===== src/rtl/eq_band_scheduler_if.sv =====
// eq_band_scheduler_if: sample handshake and FIR-engine strobe bundle for the band scheduler.
// master = scheduler side, slave = upstream source / FIR datapath side.
`default_nettype none

interface eq_band_scheduler_if;
  logic        clk_enable;
  logic        in_valid;
  logic [15:0] in_sample;
  logic        in_ready;
  logic [7:0]  band_enable;
  logic        dl_we;
  logic [15:0] dl_data;
  logic [5:0]  tap_idx;
  logic [2:0]  band_sel;
  logic        mac_clr;
  logic        mac_en;
  logic        mac_last;
  logic        band_done;
  logic [2:0]  done_band;
  logic        frame_done;

  modport master (
    input  clk_enable, in_valid, in_sample, band_enable,
    output in_ready, dl_we, dl_data, tap_idx, band_sel,
           mac_clr, mac_en, mac_last, band_done, done_band, frame_done
  );

  modport slave (
    output clk_enable, in_valid, in_sample, band_enable,
    input  in_ready, dl_we, dl_data, tap_idx, band_sel,
           mac_clr, mac_en, mac_last, band_done, done_band, frame_done
  );
endinterface

`default_nettype wire


===== src/rtl/eq_band_scheduler.sv =====
// eq_band_scheduler: time-multiplexes one serial 63-tap MAC engine across the enabled EQ bands.
// Rev 1.0
`default_nettype none

module eq_band_scheduler #(
  parameter int NUM_TAPS  = 63,
  parameter int NUM_BANDS = 8,
  parameter int MAC_LAT   = 2
) (
  input wire                  clk,
  input wire                  rst,
  eq_band_scheduler_if.master bus
);

  localparam int             c_DW         = (MAC_LAT > 1) ? $clog2(MAC_LAT) : 1;
  localparam logic [5:0]     c_LAST_TAP   = 6'(NUM_TAPS - 1);
  localparam logic [c_DW-1:0] c_LAST_DRAIN = c_DW'(MAC_LAT - 1);

  localparam logic [1:0] S_IDLE  = 2'd0;
  localparam logic [1:0] S_LOAD  = 2'd1;
  localparam logic [1:0] S_RUN   = 2'd2;
  localparam logic [1:0] S_DRAIN = 2'd3;

  logic [1:0]      r_state;
  logic [1:0]      w_next_state;
  logic [5:0]      r_tap;
  logic [2:0]      r_band_sel;
  logic [7:0]      r_mask;
  logic [15:0]     r_dl_data;
  logic [c_DW-1:0] r_drain;

  logic [2:0] w_first_band;
  logic [2:0] w_next_band;
  logic       w_has_next;
  logic       w_mask_nz;
  logic       w_tap_last;
  logic       w_drain_last;

  logic w_in_ready;
  logic w_dl_we;
  logic w_mac_en;
  logic w_mac_clr;
  logic w_mac_last;
  logic w_band_done;
  logic w_frame_done;

  assign w_mask_nz  = (r_mask != 8'd0);
  assign w_tap_last = (r_tap == c_LAST_TAP);
  // An empty frame passes through a single DRAIN cycle to signal frame_done without a band.
  assign w_drain_last = !w_mask_nz || (r_drain == c_LAST_DRAIN);

  // Descending scan so the final assignment is the lowest qualifying band.
  always_comb begin
    w_first_band = 3'd0;
    w_next_band  = r_band_sel;
    w_has_next   = 1'b0;
    for (int b = NUM_BANDS - 1; b >= 0; b--) begin
      if (r_mask[b]) begin
        w_first_band = 3'(b);
      end
      if (r_mask[b] && (b > int'(r_band_sel))) begin
        w_has_next  = 1'b1;
        w_next_band = 3'(b);
      end
    end
  end

  always_ff @(posedge clk or negedge rst) begin
    if (!rst) begin
      r_state <= S_IDLE;
    end else begin
      r_state <= w_next_state;
    end
  end

  always_comb begin
    w_next_state = r_state;
    if (bus.clk_enable) begin
      case (r_state)
        S_IDLE:  if (bus.in_valid) w_next_state = S_LOAD;
        S_LOAD:  w_next_state = w_mask_nz ? S_RUN : S_DRAIN;
        S_RUN:   if (w_tap_last) w_next_state = S_DRAIN;
        S_DRAIN: if (w_drain_last) w_next_state = w_has_next ? S_RUN : S_IDLE;
        default: w_next_state = S_IDLE;
      endcase
    end
  end

  always_comb begin
    w_in_ready   = (r_state == S_IDLE);
    w_dl_we      = (r_state == S_LOAD) && bus.clk_enable;
    w_mac_en     = (r_state == S_RUN) && bus.clk_enable;
    w_mac_clr    = w_mac_en && (r_tap == 6'd0);
    w_mac_last   = w_mac_en && w_tap_last;
    w_band_done  = (r_state == S_DRAIN) && w_drain_last && w_mask_nz && bus.clk_enable;
    w_frame_done = (r_state == S_DRAIN) && w_drain_last && !w_has_next && bus.clk_enable;
  end

  always_ff @(posedge clk or negedge rst) begin
    if (!rst) begin
      r_tap      <= 6'd0;
      r_band_sel <= 3'd0;
      r_mask     <= 8'd0;
      r_dl_data  <= 16'd0;
      r_drain    <= '0;
    end else if (bus.clk_enable) begin
      case (r_state)
        S_IDLE: begin
          if (bus.in_valid) begin
            r_dl_data <= bus.in_sample;
            r_mask    <= bus.band_enable;
          end
        end
        S_LOAD: begin
          r_tap   <= 6'd0;
          r_drain <= '0;
          if (w_mask_nz) r_band_sel <= w_first_band;
        end
        S_RUN: begin
          r_drain <= '0;
          if (!w_tap_last) r_tap <= r_tap + 6'd1;
        end
        S_DRAIN: begin
          if (!w_drain_last) begin
            r_drain <= r_drain + 1'b1;
          end else begin
            r_tap   <= 6'd0;
            r_drain <= '0;
            if (w_has_next) r_band_sel <= w_next_band;
          end
        end
        default: r_tap <= 6'd0;
      endcase
    end
  end

  assign bus.in_ready   = w_in_ready;
  assign bus.dl_we      = w_dl_we;
  assign bus.dl_data    = r_dl_data;
  assign bus.tap_idx    = r_tap;
  assign bus.band_sel   = r_band_sel;
  assign bus.mac_clr    = w_mac_clr;
  assign bus.mac_en     = w_mac_en;
  assign bus.mac_last   = w_mac_last;
  assign bus.band_done  = w_band_done;
  assign bus.done_band  = r_band_sel;
  assign bus.frame_done = w_frame_done;

endmodule

`default_nettype wire


===== src/flat_wrapper.sv =====
// flat-port wrapper written by rule: the top's interface ports become plain ports
module eq_band_scheduler_flat 
#(
  parameter int NUM_TAPS  = 63,
  parameter int NUM_BANDS = 8,
  parameter int MAC_LAT   = 2
)
  (clk, rst, bus_clk_enable, bus_in_valid, bus_in_sample, bus_band_enable, bus_in_ready, bus_dl_we, bus_dl_data, bus_tap_idx, bus_band_sel, bus_mac_clr, bus_mac_en, bus_mac_last, bus_band_done, bus_done_band, bus_frame_done);
  eq_band_scheduler_if bus_i ();
  input wire clk;
  input wire rst;
  input wire logic [$bits(bus_i.clk_enable)-1:0] bus_clk_enable;
  input wire logic [$bits(bus_i.in_valid)-1:0] bus_in_valid;
  input wire logic [$bits(bus_i.in_sample)-1:0] bus_in_sample;
  input wire logic [$bits(bus_i.band_enable)-1:0] bus_band_enable;
  output wire logic [$bits(bus_i.in_ready)-1:0] bus_in_ready;
  output wire logic [$bits(bus_i.dl_we)-1:0] bus_dl_we;
  output wire logic [$bits(bus_i.dl_data)-1:0] bus_dl_data;
  output wire logic [$bits(bus_i.tap_idx)-1:0] bus_tap_idx;
  output wire logic [$bits(bus_i.band_sel)-1:0] bus_band_sel;
  output wire logic [$bits(bus_i.mac_clr)-1:0] bus_mac_clr;
  output wire logic [$bits(bus_i.mac_en)-1:0] bus_mac_en;
  output wire logic [$bits(bus_i.mac_last)-1:0] bus_mac_last;
  output wire logic [$bits(bus_i.band_done)-1:0] bus_band_done;
  output wire logic [$bits(bus_i.done_band)-1:0] bus_done_band;
  output wire logic [$bits(bus_i.frame_done)-1:0] bus_frame_done;
  assign bus_i.clk_enable = bus_clk_enable;
  assign bus_i.in_valid = bus_in_valid;
  assign bus_i.in_sample = bus_in_sample;
  assign bus_i.band_enable = bus_band_enable;
  assign bus_in_ready = bus_i.in_ready;
  assign bus_dl_we = bus_i.dl_we;
  assign bus_dl_data = bus_i.dl_data;
  assign bus_tap_idx = bus_i.tap_idx;
  assign bus_band_sel = bus_i.band_sel;
  assign bus_mac_clr = bus_i.mac_clr;
  assign bus_mac_en = bus_i.mac_en;
  assign bus_mac_last = bus_i.mac_last;
  assign bus_band_done = bus_i.band_done;
  assign bus_done_band = bus_i.done_band;
  assign bus_frame_done = bus_i.frame_done;
  eq_band_scheduler #(.NUM_TAPS(NUM_TAPS), .NUM_BANDS(NUM_BANDS), .MAC_LAT(MAC_LAT)) u_core (.clk(clk), .rst(rst), .bus(bus_i));
endmodule

===== config.mk =====
export PLATFORM = sky130hd
export DESIGN_NAME = eq_band_scheduler_flat
export DESIGN_NICKNAME = d
export VERILOG_FILES = /design/src/rtl/eq_band_scheduler_if.sv /design/src/rtl/eq_band_scheduler.sv /design/src/flat_wrapper.sv
export SDC_FILE = /design/constraint.sdc
export NUM_CORES = 1
export LEC_CHECK = 0
export CORE_MARGIN = 2
export CORE_UTILIZATION = 46
export DETAILED_ROUTE_END_ITERATION = 10
export PLACE_DENSITY = 0.78
export SYNTH_ARGS = -nofsm -noshare
export SYNTH_HDL_FRONTEND = slang
export SYNTH_SLANG_ARGS = --single-unit

===== constraint.sdc =====
create_clock -name clk -period 2.35 [get_ports clk]
set_input_delay 0.235 -clock clk [delete_from_list [all_inputs] [get_ports clk]]
set_output_delay 0.235 -clock clk [all_outputs]
set_load 0.1 [all_outputs]

# Yosys cells after proc, flatten, opt, wreduce, memory -nomap -nowiden
# Cells that the tools add are included.
# Widths: inputs -> output; s select.
classes:
  mux: 37
  add_sub_neg: 2
  n_lt_le_gt_ge: 7
  shift: 0
  n_bitwise: 0
  multipliers: 0
  reduce_logical: 31
  n_eq_ne: 11
  div: 0
op_table:
  columns: ["cell", "count"]
  rows:
  - ["$mux 3", 18]
  - ["$pmux 6 s3", 1]
  - ["$logic_and 1x1->1", 16]
  - ["$gt 3x3->1 const A", 4]
  - ["$mux 6", 2]
  - ["$mux 1", 9]
  - ["$mux 2", 4]
  - ["$ne 2x1->1 const B", 4]
  - ["$ne 8x1->1 const B", 1]
  - ["$pmux 2 s4", 1]
  - ["$reduce_and 4->1", 2]
  - ["$reduce_bool 8->1", 1]
  - ["$add 6x1->6 const B", 1]
  - ["$eq 6x6->1 const B", 1]
  - ["$gt 2x3->1 const A", 2]
  - ["$logic_not 6->1", 1]
  - ["$pmux 3 s2", 1]
  - ["$reduce_and 6->1", 1]
  - ["$eq 2x2->1 const B", 2]
  - ["$ne 2x2->1 const B", 2]
  - ["$reduce_bool 2->1", 2]
  - ["$gt 1x3->1 const A", 1]
  - ["$reduce_and 3->1", 1]
  - ["$reduce_bool 3->1", 1]
  - ["8 further kinds", 9]
word_totals:
  ramBits: 0
  n_memories: 0
  latchBits: 0
  rom_bits: 0
  register_bits: 36
  wordCells: 94
  inputBits: 28
  out_inout_bits: 35

# Logic depth before layout (Yosys ltp)
# Gate-level depths: netlist of run 1.
logic_depth:
  ltp_word: 12
  mapped_depth: 6
  depth_no_buf: 6

# Worst setup path before layout of run 1
# OpenSTA, ideal clock, no wires.
synth_timing:
  path_kind: "reg2out"
  start: "register u_core.r_tap[0], in the netlist u_core.bus.tap_idx[0]"
  end: "output port bus_mac_clr"
  path_stages_with_launch: 5
  t_arrival_ns: 3.768
  path_slack_ns: -1.653
  t_required_ns: 2.115
  n_path_buf: 0
  cell_sequence: "dfrtp_1 inv_1 ha_1 or4b_2 nor3_1"
synth_between:
  elab_chain_len: 2
synth_rtl:
  columns: ["element", "line", "text"]
  rows:
  - ["start, declared", "eq_band_scheduler.sv:26", "logic [5:0] r_tap;"]
  - ["start signal, assigned", "eq_band_scheduler.sv:121", "if (!w_tap_last) r_tap <= r_tap + 6'd1;"]
  - ["$logic_not 6->1", "eq_band_scheduler.sv:93", "w_mac_clr = w_mac_en && (r_tap == 6'd0);"]
  - ["$logic_and 1x1->1", "eq_band_scheduler.sv:93", null]
  - ["end, declared", "flat_wrapper.sv:21", "output wire logic [$bits(bus_i.mac_clr)-1:0] bus_mac_clr;"]
# No other way between the ends.

# Worst setup path in the final report of run 1
layout_timing:
  start: "register u_core.r_mask[5]"
  end: "output port bus_frame_done"
layout_between:
  elab_chain_len: 9
  word_cells_on_any_way: 13
  classes_between: "mux: 5; reduce/logical: 8"
layout_rtl:
  columns: ["element", "line", "text"]
  rows:
  - ["start, declared", "eq_band_scheduler.sv:28", "logic [7:0] r_mask;"]
  - ["start signal, assigned", "eq_band_scheduler.sv:111", "r_mask <= bus.band_enable;"]
  - ["$logic_and 1x1->1", "eq_band_scheduler.sv:61", "if (r_mask[b] && (b > int'(r_band_sel))) begin"]
  - ["$mux 1 (5 in series)", "eq_band_scheduler.sv:61", null]
  - ["$logic_not 1->1", "eq_band_scheduler.sv:96", "w_frame_done = (r_state == S_DRAIN) && w_drain_last && !w_has_next && bus.clk_enable;"]
  - ["$logic_and 1x1->1 (*) (2 in series)", "eq_band_scheduler.sv:96", null]
  - ["end, declared", "flat_wrapper.sv:26", "output wire logic [$bits(bus_i.frame_done)-1:0] bus_frame_done;"]
# Mark *: on every way between the ends. The rest lies on a longest branch, timed or not.

==> key figures, run 1 <==
Outcome
  • Outcome: finished clean

Drt
  • Routed WL per cell: 15.0 um
  • Post-route DRC: 0
  • Vias per Instance: 5.54
  • Initial DRC count: 93
  • Pre-antenna DRT Iters: 4
  • Vias: 1628
  • Post-route ant nets: 0
  • Total Wirelength: 4.41 mm

Global route
  • Busiest metal layer after global routing: met2
  • Total GRT Usage: 21.2%
  • GRT overflow: 0
  • Met3 GRT Util: 7.07%
  • First-pass GRT wire length: 7.30 mm
  • Number of global-route vias before repair: 1587
  • Met2 Use GR: 32.9%
  • Met1 Use GR: 27.6%
  • Initial antenna violation count: 0
  • Pin count of the biggest net entering global routing: 37

STA
  • Final hold vios: 0
  • Unrepaired setup endpoints after global routing: no
  • Tmin final: 2.25 ns
  • # setup viols final: 0
  • Fmax: 0.444 GHz
  • Max-slew violation count: 0
  • Final Skew: 0.00471 ns
  • Setup TNS: 0 ns
  • Final setup margin: 0.0988 ns
  • Rel. slew slack: 64.8%
  • Period utilization: 95.8%
  • Worst Tran Pin Value: 0.527 ns

Setup path
  • Critical setup path kind: register to output port
  • CP max FO: 8
  • Critical Path, Cell by Cell: or4_4, o21bai_4, nand3_2, nor3_4, buf_12
  • CP startpoint kind: register
  • Cell family with the largest share of critical-path delay: simple AND/OR/NAND/NOR gates
  • R2R cell count: 6
  • Worst r2r dst: u_core.bus.tap_idx[4]$_DFFE_PN0P_
  • CP endpoint kind: output port
  • Start of the worst register-to-register path: u_core.r_mask[5]$_DFFE_PN0P_
  • CP Data Arrival Time: 2.02 ns
  • CP Buf/Inv Count: 1
  • Worst Path Required: 2.12 ns
  • CP max-delay cell: or4_4
  • Slowest stage delay, CP: 0.60 ns
  • R2R Setup Slk: 0.21 ns

CTS
  • CTS HTree Levels: 2
  • Cts repair resizes: 0
  • CTS sink count: 36
  • Max clock buf depth: 2
  • CTS tree: done
  • Total clock buffers created by CTS: 5
  • Clk Latency, worst-skew pair: 0.28 ns
  • Clk root buf: clkbuf_8
  • CTS clk-pin slew, worst paths: 0.07 ns

Synth
  • Post-Syn Nets: 210
  • Synth area leader: dfrtp_1
  • Syn Inst Count: 179
  • Seq cells post-synth: 36
  • Post-synth EDFFs: 0
  • Avg Synthesized Cell Area: 10.7 sq um
  • Dominant synthesized flop cell: dfrtp_1
  • Top cells by area, synth: dfrtp_1 47%, mux2_2 15%, o21ai_0 4.2%, a21oi_1 3.1%, ha_1 2.0%
  • Sequential share of the synthesized area: 47.2%
  • Asr flop ratio synth: 100%
  • Yosys Warn Count: 0
  • Synthesized area: 1910 sq um
  • Number of distinct library cells after synthesis: 43
  • Post-synth top area share: 47.2%

Pwr
  • Clock power share: 23.4%
  • Internal power: 1170 uW
  • Reg power frac: 38.1%
  • Pwr dens: 739 nW/um^2
  • Net Sw Power: 861 uW
  • Sw frac: 42.4%
  • Leakage power total: 0.00122 uW
  • Max IR drop VDD: 0.436 mV
  • Logic gate share of total power: 38.5%

Placed design
  • RD Place Congestion: 0.906
  • DP Wirelength: 3.26 mm
  • Port Buffers: 62
  • DP Worst Slack: 0.277 ns

Floorplanning
  • Initial Util: 47.7%
  • Die Height: 68.4 um
  • Rows: 23
  • Core ar.: 4000 sq um
  • Io pins: 63
  • Die area: 4680 sq um
  • Die width: 68.4 um

Cells and area
  • Area grow syn2layout: 44.0%
  • Layout net count: 274
  • Antenna cell count: 0
  • Fraction of layout cells with a size suffix above 1: 38.9%

Flow run
  • Max-cap violation count: 0

Min path
  • HP Class: input pin to async pin
-- per-layer routing --
layer | routed length [um] | up-vias
li1 | - | 778
met1 | 1880 | 786
met2 | 2130 | 58
met3 | 328 | 6
met4 | 71 | 0
met5 | 0 | -
-- state kept, by name, summed over array words and instances, names as in the netlist --
register / flops
u_core.r_drain: 1
u_core.r_state: 2
u_core.bus.tap_idx: 6
u_core.bus.dl_data: 16
u_core.bus.band_sel: 3
u_core.r_mask: 8
-- through the flow --
stage	instance area, sq um	utilization [%]	instances	total power, uW	hold WS, ns
finish	2750	68.6	294	2030	0.364
detailed placement	2640	65.9	285	1570	0.497
floorplan	1970	-	179	1350	-0.0606
CTS	2750	68.6	294	2050	0.377
global route	2750	68.6	294	2130	0.414
global placement	2640	65.9	285	1550	0.492
-- area by class of cell --
type                    instances  area, sq um
well taps                      50         62.6
inverters                       9         33.8
fillers                       314         1250
flip-flops and latches         36          918
repair buffers                 67          658
multi-input cells             124          972
clock buffers                   8          100
-- cells in the mapped netlist (2+ instances only) --
cell type and number:
nor3b_1 2, mux2_2 26, ha_1 3, nor3_1 2
or4_4 2, buf_4 3, inv_1 9, nand2b_1 2
nand2_1 10, nand3_1 7, a21oi_1 12, o22ai_1 2
or3_1 4, o21ai_0 16, nor2_1 10, nor2b_1 3
dfrtp_1 36, clkbuf_1 5
-- kinds of logic after synthesis --
family          synth area share [%]
compound gates                  16.1
fa+ha+maj                       1.97
buf+inv                         4.46
flops                           47.2
mux                             15.9
simple gates                    14.4
-- cell usage in the layout, fill, tap and decap left out, drive strengths merged, types with 2 or more instances in the layout --
cell,n
a21oi,12
buf,40
clkbuf,8
clkdlybuf4s50,27
dfrtp,36
ha,3
inv,9
mux2,26
nand2,10
nand2b,2
nand3,7
nor2,10
nor2b,3
nor3,3
nor3b,2
o21ai,17
o21bai,2
o22ai,2
or3,4
or4,2
-- power by group through the flow --
stage / Clock [uW] / Combinational [uW] / Sequential (uW)
2_1_floorplan: 0 / 194 / 1150
3_3_place_gp: 0 / 770 / 785
3_5_place_dp: 0 / 783 / 785
4_1_cts: 490 / 786 / 774
5_1_grt: 515 / 823 / 787
6_report: 475 / 781 / 774
-- how the worst max path moves through the flow --
stage	from	endpoint	slack, ns	cells after the start
floorplan	u_core.bus.tap_idx[0]$_DFFE_PN0P_	bus_mac_clr	-0.01	4
global placement	u_core.r_mask[5]$_DFFE_PN0P_	u_core.bus.band_sel[1]$_DFFE_PN0P_	0.31	5
detailed placement	u_core.r_mask[2]$_DFFE_PN0P_	bus_frame_done	0.28	5
CTS	u_core.r_mask[5]$_DFFE_PN0P_	bus_frame_done	0.02	5
global route	u_core.r_mask[5]$_DFFE_PN0P_	bus_frame_done	0.02	5
finish	u_core.r_mask[5]$_DFFE_PN0P_	bus_frame_done	0.1	5
-- what timing repair did --
action | CTS | global route
setup endpoints to repair | 1 | 1
hold buffers | 0 | 0
hold endpoints to repair | 0 | 0
buffers inserted | 1 | 0
pin swaps | 1 | 1
No activity file was read; power rests on OpenSTA's default activity.
==> inputs of run 2 (changes only) <==
- CORE_UTILIZATION: 46 -> 30
- MAX_ROUTING_LAYER: not set -> met4
- PLACE_DENSITY: 0.78 -> 0.54
- TNS_END_PERCENT: not set -> 5
==> run 2 against run 1 <==
Effect of this change: clock power fell by 2%; final cell count up 10%; via count fell by 1.0%; critical path depth unchanged; combinational power hardly changed; critical endpoint unchanged; worst setup slack worse by 0.072 ns; hold slack improved by 0.094 ns; global-route usage is 7.1 points lower; power shrank 0.62%; clock skew up 0.00095 ns; maximum frequency shrank 3.1%.
==> key figures, run 2 (synthesized netlist as in run 1, its figures left out) <==
STA
  • Unrepaired setup endpoints after global routing: yes
  • Max-slew violation count: 0 (unchanged)
  • Final hold vios: 0 (unchanged)
  • Period utilization: 98.9% (+3.1 points)
  • Tmin final: 2.32 ns (+0.0723 ns)
  • WHS: 0.459 ns (+0.0944 ns)
  • # setup viols final: 0 (unchanged)
  • Final Skew: 0.00566 ns (+0.000946 ns)
  • Worst Tran Pin Value: 0.535 ns (+0.00744 ns)
  • Fmax: 0.430 GHz (-3.1%)
  • Rel. slew slack: 64.4% (-0.50 points)

Cells and area
  • Layout net count: 277 (+1.1%)
  • Area of the multi-input gates: 972 sq um (unchanged)
  • Most frequent cells in the layout: 35 x buf_4, 28 x dfrtp_1, 26 x mux2_2, 26 x clkdlybuf4s50_1, 16 x o21ai_0
  • Max FFs per register: 16 (unchanged)
  • Commonest non-fill, non-tap cell in the layout: buf_4
  • FF+latch area: 918 sq um (unchanged)
  • Fraction of layout cells with a size suffix above 1: 39.7% (+0.74 points)
  • Final Core Density: 44.7% (-24 points)
  • Layout fillers: 603 (+92%)
  • Filler-free cell count of the finished design: 324 (+10%)
  • Area grow syn2layout: 46.5%
  • Antenna cell count: 0 (unchanged)

Pwr
  • Leakage power total: 0.00123 uW (+0.61%)
  • Overall Power: 2020 uW (-0.62%)
  • Max IR drop VDD: 0.391 mV (-10%)
  • Pwr dens: 722 nW/um^2 (-2.3%)

Placed design
  • DP Wirelength: 3.39 mm (+4.2%)
  • Placed insts: 312 (+9.5%)
  • Port Buffers: 62 (unchanged)
  • RD Place Congestion: 0.863 (-4.7%)

Setup path
  • CP endpoint kind: output port
  • Worst Path Required: 2.12 ns (about the same)
  • CP max FO: 5 (-3)
  • CP startpoint kind: register
  • Slowest stage delay, CP: 0.58 ns (-0.02 ns)
  • Critical setup path kind: register to output port
  • Critical Path, Cell by Cell: or4_4, o21bai_4, nand3_2, nor3_4, buf_12
  • CP max-delay cell: or4_4
  • CP Data Arrival Time: 2.09 ns (+0.07 ns)

Global route
  • GRT overflow: 0 (unchanged)
  • Number of global-route vias before repair: 1656 (+4.3%)
  • First-pass GRT wire length: 7.96 mm (+9.1%)
  • Pin count of the biggest net entering global routing: 26 (-30%)
  • Initial antenna violation count: 0 (unchanged)
  • Total GRT Usage: 14.1% (-7.1 points)

Drt
  • Initial DRC count: 87 (-6.5%)
  • Routed WL per cell: 14.1 um (-5.8%)
  • Total Wirelength: 4.58 mm (+3.8%)
  • Vias per Instance: 4.97 (-10%)
  • Post-route ant nets: 0 (unchanged)
  • Post-route DRC: 0 (unchanged)
  • Pre-antenna DRT Iters: 4 (unchanged)
  • Vias: 1611 (-1.0%)

Floorplanning
  • Rows: 29 (+26%)
  • Die Height: 83.7 um (+22%)
  • Core ar.: 6240 sq um (+56%)
  • Initial Util: 30.6% (-17 points)
  • Die width: 83.7 um (+22%)
  • Die area: 7010 sq um (+50%)
  • Io pins: 63 (unchanged)

CTS
  • Clk Latency, worst-skew pair: 0.28 ns (about the same)
  • CTS tree: done
  • CTS sink count: 36 (unchanged)
  • Total clock buffers created by CTS: 5 (unchanged)
  • Clk root buf: clkbuf_8
  • Max clock buf depth: 2 (unchanged)
  • CTS HTree Levels: 2 (unchanged)
  • CTS clk-pin slew, worst paths: 0.08 ns (about the same)

Flow run
  • Max-cap violation count: 0 (unchanged)

Outcome
  • Outcome: finished clean

Min path
  • HP Class: input pin to async pin
## run 2: changes by cell type in the layout (fill, tap and decap cells not counted), sizes merged
cell | previous run | this run
dlygate4sd3 | 0 | 1
clkinvlp | 0 | 1
buf | 40 | 43
clkbuf | 8 | 7
clkdlybuf4s50 | 27 | 26
## run 2: path summary, 6_finish.rpt
kind,startpoint,to,slack [ns],cells past startpoint
worst max-delay path,u_core.r_mask[4]$_DFFE_PN0P_,bus_frame_done,0.03,5
worst min-delay path,rst,u_core.bus.tap_idx[0]$_DFFE_PN0P_,0.46,2
worst max register to register,u_core.r_mask[2]$_DFFE_PN0P_,u_core.bus.band_sel[2]$_DFFE_PN0P_,0.25,5
worst min register to register,u_core.bus.dl_data[15]$_DFFE_PN0P_,u_core.bus.dl_data[15]$_DFFE_PN0P_,0.51,1
max in group asynchronous,rst,u_core.r_mask[6]$_DFFE_PN0P_,1.29,3
min in group clk,bus_band_enable[4],u_core.r_mask[4]$_DFFE_PN0P_,0.51,3
## run 2: cell type report
type	count	share of cell area [%]
clock buffer	7	3.09
clock inverter	1	0.269
inverter	9	1.21
multi-input combinational	124	34.8
sequential	36	32.9
tap	77	3.45
timing repair buffer	70	24.3
## run 2: metrics by stage
stage	cell area [sq um]	setup TNS [ns]	setup WS [ns]
after floorplan	1960	-0.0750	-0.0331
after global routing	2790	-0.0486	-0.0486
after global placement	2660	0	0.302
after CTS	2770	0	0.0173
final	2790	0	0.0265
after detailed placement	2660	0	0.269
## run 2: critical path, delay by kind of cell, from the launching register on
family / cells / cell delay (ns)
flip-flops: 1 / 0.42
AO/OA/AOI/OAI: 1 / 0.22
buffers and inverters: 1 / 0.21
AND/OR/NAND/NOR: 3 / 0.96
## run 2: routing by layer
metal  global-route usage [%]  vias to the layer above  share of wire [%]
met5                        -                        -                  0
met4                     3.08                        0                1.1
met3                     3.56                        4                5.4
met2                     21.6                       45                 47
met1                     19.0                      780                 47
li1                         -                      782                  -
## run 2: report_power, final
| group | internal (uW) | leakage (uW) | switching [uW] |
|---|---|---|---|
| clock network | 238 | 0.0000445 | 225 |
| registers | 687 | 0.000458 | 84.5 |
| logic | 214 | 0.000729 | 568 |
| total | 1140 | 0.00123 | 878 |
## run 2: repair_timing
action                                  in CTS  in global routing
cloned                                       0                  0
hold buffers                                 1                  0
endpoints found under the setup margin       1                  1
setup buffers                                0                  3
gates resized for setup                      0                  1
hold endpoints to repair                    22                  0
pin swaps                                    1                  2
==> inputs of run 3 (changes only) <==
- CELL_PAD_IN_SITES_DETAIL_PLACEMENT: not set -> 2
- CELL_PAD_IN_SITES_GLOBAL_PLACEMENT: not set -> 2
- CORE_UTILIZATION: 30 -> 28
- CTS_CLUSTER_SIZE: not set -> 16
- PLACE_DENSITY: 0.54 -> 0.78
- clock period: 2.35 -> 2.25 ns (I/O delays scaled with it)
==> run 3 against run 2 <==
Effect of this change: first-iteration DRC count fell by 40%; global-route usage rose by 2.2 points; count of clock-buffer cells in the layout did not move; sequential share of layout area rose by 0.19 points; final area fell by 0.45%; power rose by 5.4%.
==> key figures, run 3 (synthesized netlist as in run 1, its figures left out) <==
STA
  • Rel. slew slack: 44.2% (-20 points)
  • WHS: 0.0272 ns (-0.431 ns)
  • # setup viols final: 0 (unchanged)
  • Tmin final: 2.20 ns
  • Setup TNS: 0 ns (unchanged)
  • Final setup margin: 0.0517 ns (+0.0252 ns)
  • Worst Tran Pin Value: 0.837 ns (+0.303 ns)
  • Max-slew violation count: 0 (unchanged)
  • Unrepaired setup endpoints after global routing: yes
  • Final hold vios: 0 (unchanged)
  • Fmax: 0.455 GHz
  • Final Skew: 0.00911 ns (+0.00345 ns)
  • Period utilization: 97.7%

CTS
  • CTS tree: done
  • Clk Latency, worst-skew pair: 0.29 ns (about the same)
  • CTS sink count: 36 (unchanged)
  • Total clock buffers created by CTS: 5 (unchanged)
  • Clk root buf: clkbuf_8
  • CTS HTree Levels: 2 (unchanged)
  • Hold Buf Count CTS: 0 (-1)
  • Max clock buf depth: 2 (unchanged)
  • CTS clk-pin slew, worst paths: 0.08 ns (about the same)

Drt
  • Post-route DRC: 0 (unchanged)
  • Vias per Instance: 5.08 (+2.2%)
  • Pre-antenna DRT Iters: 4 (unchanged)
  • Total Wirelength: 5.48 mm (+20%)
  • Post-route ant nets: 0 (unchanged)
  • Initial DRC count: 52 (-40%)
  • Vias: 1652 (+2.5%)
  • Routed WL per cell: 16.9 um (+19%)

Global route
  • Met3 GRT Util: 3.05% (-0.51 points)
  • GRT overflow: 0 (unchanged)
  • Total GRT Usage: 16.3% (+2.2 points)
  • Initial antenna violation count: 0 (unchanged)
  • Busiest metal layer after global routing: met2
  • Number of global-route vias before repair: 1818 (+9.8%)
  • Met2 Use GR: 27.4% (+5.8 points)
  • Met1 Use GR: 19.5% (+0.51 points)
  • Pin count of the biggest net entering global routing: 37 (+42%)
  • First-pass GRT wire length: 9.18 mm (+15%)

Pwr
  • Net Sw Power: 939 uW (+7.0%)
  • Leakage power total: 0.00122 uW (-0.98%)
  • Pwr dens: 765 nW/um^2 (+5.9%)
  • Reg power frac: 38.2% (about the same)
  • Logic gate share of total power: 38.7% (about the same)
  • Sw frac: 44.2% (+0.64 points)
  • Internal power: 1190 uW (+4.2%)
  • Clock power share: 23.0% (about the same)
  • Max IR drop VDD: 0.591 mV (+51%)
  • Overall Power: 2130 uW (+5.4%)

Setup path
  • CP startpoint kind: register
  • Worst r2r dst: u_core.bus.tap_idx[3]$_DFFE_PN0P_
  • Worst Path Required: 2.03 ns (-0.09 ns)
  • Critical setup path kind: register to output port
  • CP Data Arrival Time: 1.97 ns (-0.12 ns)
  • Critical Path Start: u_core.r_mask[4]$_DFFE_PN0P_
  • CP Capture Point: bus_frame_done
  • R2R Setup Slk: 0.09 ns (-0.16 ns)
  • CP endpoint kind: output port
  • Start of the worst register-to-register path: u_core.r_mask[4]$_DFFE_PN0P_
  • R2R cell count: 6 (+1)
  • CP max FO: 5 (unchanged)

Cells and area
  • Commonest non-fill, non-tap cell in the layout: buf_4
  • Fraction of layout cells with a size suffix above 1: 40.0% (+0.32 points)
  • Most frequent cells in the layout: 34 x buf_4, 27 x dfrtp_1, 26 x mux2_2, 26 x clkdlybuf4s50_1, 16 x o21ai_0
  • Max FFs per register: 16 (unchanged)
  • Layout net count: 275 (-0.72%)
  • Antenna cell count: 0 (unchanged)
  • Area grow syn2layout: 45.8%
  • Post-route cell area: 2780 sq um (-0.45%)
  • Layout fillers: 719 (+19%)

Floorplanning
  • Core ar.: 6680 sq um (+7.1%)
  • Rows: 30 (+3.4%)
  • Die Height: 86.5 um (+3.3%)
  • Die area: 7490 sq um (+6.8%)
  • Io pins: 63 (unchanged)
  • Die width: 86.5 um (+3.3%)
  • Initial Util: 28.5% (-2.0 points)

Placed design
  • RD Place Congestion: 0.840 (-2.7%)
  • Port Buffers: 62 (unchanged)
  • DP Wirelength: 4.08 mm (+20%)
  • DP Worst Slack: 0.190 ns (-0.0791 ns)
  • Placed cell area: 2680 sq um (+0.61%)

Outcome
  • Outcome: finished clean

Flow run
  • Max-cap violation count: 0 (unchanged)

Min path
  • HP Class: input pin to async pin
## run 3: cell count changes in the layout (fill, tap and decap cells not counted), sizes merged
cell,previous run,this run
dlygate4sd3,1,0
buf,43,42
## run 3: what timing repair did
action,CTS,global route
pin swaps,2,0
setup buffers,1,0
cloned,0,0
resized for setup,0,1
endpoints found under the setup margin,1,2
## run 3: cell type report
class / count / area, sq um / area share (%)
Multi-Input combinational cell: 124 / 972 / 35.0
Sequential cell: 36 / 920 / 33.1
Timing Repair Buffer: 68 / 661 / 23.8
Tap cell: 80 / 100 / 3.60
Clock buffer: 7 / 86.3 / 3.11
Inverter: 9 / 33.8 / 1.22
Clock inverter: 1 / 7.51 / 0.270
## run 3: power groups by stage
stage	Clock [uW]	Combinational (uW)	Sequential (uW)
final	490	823	813
after global routing	535	866	829
after CTS	516	832	815
after detailed placement	0	822	826
after global placement	0	812	820
after floorplan	0	202	1200
## run 3: metal layers
metal  part of all wire, %  wire length, um
met5                     0                0
met4                   1.3               70
met3                   3.5              192
met2                    53             2890
met1                    42             2330
## run 3: through the flow
| step | instances | util (%) |
|---|---|---|
| 2_1_floorplan | 179 | - |
| 3_3_place_gp | 316 | 40.1 |
| 3_5_place_dp | 316 | 40.1 |
| 4_1_cts | 325 | 41.6 |
| 5_1_grt | 325 | 41.6 |
| 6_report | 325 | 41.6 |
## run 3: critical path, cell delays in order (launching register included)
cell,delay (ns)
dfrtp_1,0.43
or4_4,0.58
o21bai_4,0.17
nand3_2,0.10
nor3_4,0.19
buf_12,0.20
## run 3: worst min-delay path by stage
| stage | from | endpoint | cells past startpoint | slack (ns) |
|---|---|---|---|---|
| finish | rst | u_core.bus.band_sel[0]$_DFFE_PN0P_ | 1 | 0.03 |
| global route | rst | u_core.bus.band_sel[0]$_DFFE_PN0P_ | 1 | 0.09 |
| CTS | rst | u_core.r_mask[5]$_DFFE_PN0P_ | 1 | 0.06 |
| detailed placement | rst | u_core.r_state[0]$_DFFE_PN0P_ | 1 | 0.38 |
| global placement | rst | u_core.r_drain$_DFFE_PN0P_ | 1 | 0.39 |
| floorplan | rst | u_core.bus.band_sel[0]$_DFFE_PN0P_ | 0 | -0.07 |
==> patch 1, RTL diff (config.mk and constraints of run 2) <==
Reset style: synchronous (`rst`), changed in 2 clocked blocks.
--- a/src/rtl/eq_band_scheduler.sv
+++ b/src/rtl/eq_band_scheduler.sv
@@ -66,5 +66,5 @@
   end
 
-  always_ff @(posedge clk or negedge rst) begin
+  always_ff @(posedge clk) begin
     if (!rst) begin
       r_state <= S_IDLE;
@@ -97,5 +97,5 @@
   end
 
-  always_ff @(posedge clk or negedge rst) begin
+  always_ff @(posedge clk) begin
     if (!rst) begin
       r_tap      <= 6'd0;
Function: differs if rst is asserted again (counterexample within 4 cycles, from zero or initial values and one cycle with rst low); with rst held inactive, the same outputs for 4 cycles.
==> patch 1 against run 2 <==
  * Power down 20%
  * Register-to-register slack better by 0.24 ns
  * Die area down 1.3%
  * Cell count up 12%
  * Maximum frequency up 7.6%
  * Critical path depth unchanged
  * Sequential cell count unchanged
  * Worst setup slack better by 0.16 ns
  * Area after synthesis down 1.4%
  * Non-clock buffer count down 5
  * Wire length up 0.52%
  * Final area down 4.9%
  * Synthesized cell count up 27%
  * Via count up 8.3%
  * Critical endpoint unchanged
  * Largest power group is now registers
  * Highest routed layer unchanged
==> patch 1: results (changes against run 2) <==
[metrics] Async S/R FF share, synth: 0% (-100 points)
[metrics] met2 Usage GRT: 18.8% (-2.8 points)
[metrics] uppermost routed layer: met4
[metrics] number of global-route vias before repair: 1544 (-6.8%)
[metrics] met1 wire length: 2.34 mm (+9.2%)
[metrics] Layout fillers: 629 (+4.3%)
[metrics] Routed wire per std cell: 12.7 µm (-10%)
[metrics] Initial DRC Count: 94 (+8.0%)
[metrics] fraction of layout cells with a size suffix above 1: 22.6% (-17 points)
[metrics] total via count after detailed routing: 1745 (+8.3%)
[metrics] met3 wire length: 249 µm (+0.40%)
[metrics] maximum fanout encountered on the critical timing path: 8 (+3)
[metrics] aggregate global-route resource usage: 13.8% (-0.26 points)
[metrics] slowest cell on the critical path: dfxtp_1
[metrics] routing usage on met3: 3.38% (-0.18 points)
[metrics] Arr. time, crit path: 1.92 ns (-0.17 ns)
[metrics] maximum number of pins on one net before global-route repair: 28 (+7.7%)
[metrics] Worst R2R Path Depth: 4 (-1)
[metrics] final net count: 317 (+14%)
[metrics] total nets after synthesis: 259 (+23%)
[metrics] Rel. slew slack: 56.7% (-7.6 points)
[metrics] WL met2: 1.95 mm (-9.0%)
[metrics] Lkg Pwr: 0.00102 µW (-17%)
[metrics] Pre-Repair DR Iteration Count: 4 (unchanged)
[metrics] first-pass GRT wire length: 7.61 mm (-4.4%)
[metrics] Post-synth top cells: nand2_1 (57), dfxtp_1 (36), a21boi_0 (26)
[metrics] routing usage on met1: 19.6% (+0.61 points)
[metrics] peak supply drop: 269 µV (-31%)
[metrics] status: finished clean
[metrics] DPL Wire Length: 3.28 mm (-3.4%)
[metrics] initial antenna violation count: 0 (unchanged)
[metrics] maximum number of buffers from clock root to sink: 2 (unchanged)
[metrics] most common flop cell mapped by yosys: dfxtp_1
[metrics] worst min path class: flip-flop to flip-flop
[metrics] max reg flops: 16 (unchanged)
[metrics] routability congestion estimate from global placement: 0.842 (-2.4%)
[metrics] top cells by area, synth: dfxtp_1 (38%), nand2_1 (11%), a21boi_0 (10%)
[metrics] sequential element share of the synthesized area: 38.3% (-8.9 points)
[metrics] Worst path max stage delay: 0.50 ns (-0.08 ns)
-- patch 1: worst max-delay path: cells and delay by family, from the launching register on --
family	cells	cell delay, ns
AOI/OAI and AO/OA	2	0.36
buffers and inverters	1	0.18
DFF	1	0.50
and+or+nand+nor	2	0.60
-- patch 1: path summary, 6_finish.rpt --
path	startpoint	to	slack [ns]
hold reg to reg	u_core.bus.dl_data[1]	u_core.bus.dl_data[1]	0.46
setup reg to reg	u_core.r_state[0]	u_core.bus.tap_idx[2]	0.49
setup / recovery	u_core.bus.band_sel[0]	bus_frame_done	0.19
hold / removal	u_core.bus.dl_data[1]	u_core.bus.dl_data[1]	0.46
-- patch 1: final cells by class --
class / count / area share [%]
repair buffers: 65 / 23.7
clock buffers: 5 / 2.59
multi-input cells: 172 / 40.5
inverters: 6 / 0.848
well taps: 75 / 3.53
clock inverters: 3 / 1.60
flip-flops and latches: 36 / 27.2
-- patch 1: metrics by stage --
step           worst slack, ns  power, µW  hold WS (ns)  area (µm²)  cells
4_1_cts                  0.158       1640         0.471        2660    362
5_1_grt                 0.0518       1690         0.493        2660    362
6_report                 0.191       1610         0.465        2660    362
3_3_place_gp             0.432       1080         0.454        2540    354
3_5_place_dp             0.389       1080         0.460        2540    354
2_1_floorplan           -0.206        964         0.380        1910    228
-- patch 1: where the power goes --
group	switching, µW	internal (µW)	leakage, µW
Sequential	32.8	635	0.000294
Clock	234	314	0.0000541
Combinational	257	140	0.000672
-- patch 1: logic make-up after synthesis --
logic type | synth area share, %
simple gates | 27.5
mux | 2.13
compound gates | 21.8
xor+xnor | 2.33
fa+ha+maj | 2.00
buf+inv | 5.85
flops | 38.3
==> patch 2, RTL diff (settings of run 2) <==
Made on the original files. `MAC_LAT` is set to 2 in 2 places; all go to 1.
--- a/src/rtl/eq_band_scheduler.sv
+++ b/src/rtl/eq_band_scheduler.sv
@@ -6,5 +6,5 @@
   parameter int NUM_TAPS  = 63,
   parameter int NUM_BANDS = 8,
-  parameter int MAC_LAT   = 2
+  parameter int MAC_LAT   = 1
 ) (
   input wire                  clk,
--- a/src/flat_wrapper.sv
+++ b/src/flat_wrapper.sv
@@ -4,5 +4,5 @@
   parameter int NUM_TAPS  = 63,
   parameter int NUM_BANDS = 8,
-  parameter int MAC_LAT   = 2
+  parameter int MAC_LAT   = 1
 )
   (clk, rst, bus_clk_enable, bus_in_valid, bus_in_sample, bus_band_enable, bus_in_ready, bus_dl_we, bus_dl_data, bus_tap_idx, bus_band_sel, bus_mac_clr, bus_mac_en, bus_mac_last, bus_band_done, bus_done_band, bus_frame_done);
Check against the original RTL: same outputs for any inputs over 10 cycles, from zero or initial values and one cycle with rst low; that may be too few to reach the edited logic, so the function may still have changed.
==> patch 2 against run 2 <==
  * Die area shrank 1.7%
  * First-iteration DRC count shrank 25%
  * Cell count fell by 3.4%
  * Area after synthesis is 1.8% lower
  * Count of clock-buffer cells in the layout fell by 2
  * Final area decreased by 3.4%
  * Sequential cell count is the same
  * Worst setup slack better by 0.11 ns
  * Non-clock buffer count fell by 4
  * Wire length is 6.5% lower
  * Critical endpoint is now bus_mac_clr
  * Largest cell class unchanged
Power is left out: the tool's default activity adds up to more than one toggle a clock period on the data nets, which glitch-free logic cannot reach.
==> patch 2: results (changes against run 2) <==
[metrics] number of global-route vias before repair: 1525 (-7.9%)
[metrics] startpoint of the most critical register-to-register path: u_core.bus.band_sel[2]
[metrics] first-pass GRT wire length: 7.31 mm (-8.1%)
[metrics] Post-Synthesis Cells: 173 (-3.4%)
[metrics] minimum setup slack among reg-to-reg paths: 0.44 ns (+0.19 ns)
[metrics] drt total wl: 4.28 mm (-6.5%)
[metrics] aggregate global-route resource usage: 13.2% (-0.89 points)
[metrics] maximum number of pins on one net before global-route repair: 37 (+42%)
[metrics] routability congestion estimate from global placement: 0.798 (-7.5%)
[metrics] DPL Wire Length: 3.14 mm (-7.6%)
[metrics] DP Area: 2590 µm² (-2.8%)
[metrics] total of cells resized after clock tree synthesis: 0 (unchanged)
[metrics] H-Tree Depth: 2 (unchanged)
[metrics] status: finished clean
[metrics] Routed wire per std cell: 13.7 µm (-3.2%)
[metrics] slowest cell on the critical path: or4b_2
[metrics] transition at the pin with the smallest max-transition slack: 0.809 ns (+0.275 ns)
[metrics] sequential element share of the synthesized area: 48.1% (+0.85 points)
[metrics] Worst setup endpoint: bus_mac_clr
[metrics] final net count: 268 (-3.2%)
[metrics] maximum fanout encountered on the critical timing path: 6 (+1)
[metrics] fraction of layout cells with a size suffix above 1: 37.8% (-1.9 points)
[metrics] Post-synth top cells: dfrtp_1 (36), mux2_2 (24), nor2_1 (13), o21ai_0 (13), nand2_1 (12)
[metrics] total nets after synthesis: 204 (-2.9%)
[metrics] number of placed instances with taps included: 305 (-2.2%)
[metrics] post-route clock skew: 0.00245 ns (-0.00320 ns)
[metrics] Async S/R FF share, synth: 100% (unchanged)
[metrics] Initial DRC Count: 65 (-25%)
[metrics] top cells by area, synth: dfrtp_1 (48%), mux2_2 (14%), o21ai_0 (3.5%)
[metrics] post-route setup TNS: 0 ns (unchanged)
[metrics] launching element of the worst setup path: u_core.bus.tap_idx[0]
[metrics] Via-to-Cell Ratio: 4.86 (-2.2%)
[metrics] Yosys cell types: 39 (-9.3%)
[patch 2: changes by cell type after synthesis, sizes merged, moves of 3 or more]
| cell | change |
|---|---|
| inv | -4 |
| clkbuf | -6 |
| or3 | -4 |
| buf | +5 |
| a21oi | -5 |
| nor3 | +6 |
| nor2 | +3 |
[patch 2: metal layers]
| layer | vias to the layer above | wire [µm] | GRT usage [%] | share of wire (%) |
|---|---|---|---|---|
| met3 | 2 | 218 | 4.17 | 5.1 |
| met2 | 40 | 1960 | 19.8 | 46 |
| met5 | - | 0 | - | 0 |
| met4 | 0 | 34 | 3.13 | 0.79 |
| met1 | 732 | 2070 | 17.5 | 48 |
| li1 | 748 | - | - | - |
[patch 2: cell type report]
cell class                 count  area (µm²)
fill                         590        3290
multi-input combinational    123         927
sequential                    36         901
timing repair buffer          66         646
tap                           75        93.8
clock buffer                   5        68.8
clock inverter                 3        42.5
inverter                       5        18.8
[patch 2: metrics by stage]
| step | hold WS, ns | setup WS (ns) |
|---|---|---|
| 2_1_floorplan | -0.0606 | -0.759 |
| 3_3_place_gp | 0.377 | 0.442 |
| 3_5_place_dp | 0.386 | 0.422 |
| 4_1_cts | 0.0576 | 0.119 |
| 5_1_grt | 0.100 | 0.0319 |
| 6_report | 0.0357 | 0.141 |
[patch 2: cells by family after synthesis]
| family | synth area share, % |
|---|---|
| and+or+nand+nor | 16.5 |
| adders and majority gates | 2.00 |
| AOI/OAI and AO/OA | 12.8 |
| DFF | 48.1 |
| muxes | 16.8 |
| buffers and inverters | 3.81 |
[patch 2: how the worst min path moves through the flow]
stage	from	endpoint	slack [ns]	depth (start not counted)
2_1_floorplan	rst	u_core.bus.band_sel[0]	-0.06	0
6_report	rst	u_core.bus.dl_data[10]	0.04	1
4_1_cts	rst	u_core.bus.dl_data[11]	0.06	1
3_5_place_dp	rst	u_core.bus.dl_data[9]	0.39	1
5_1_grt	rst	u_core.bus.dl_data[12]	0.10	1
3_3_place_gp	rst	u_core.bus.dl_data[11]	0.38	1
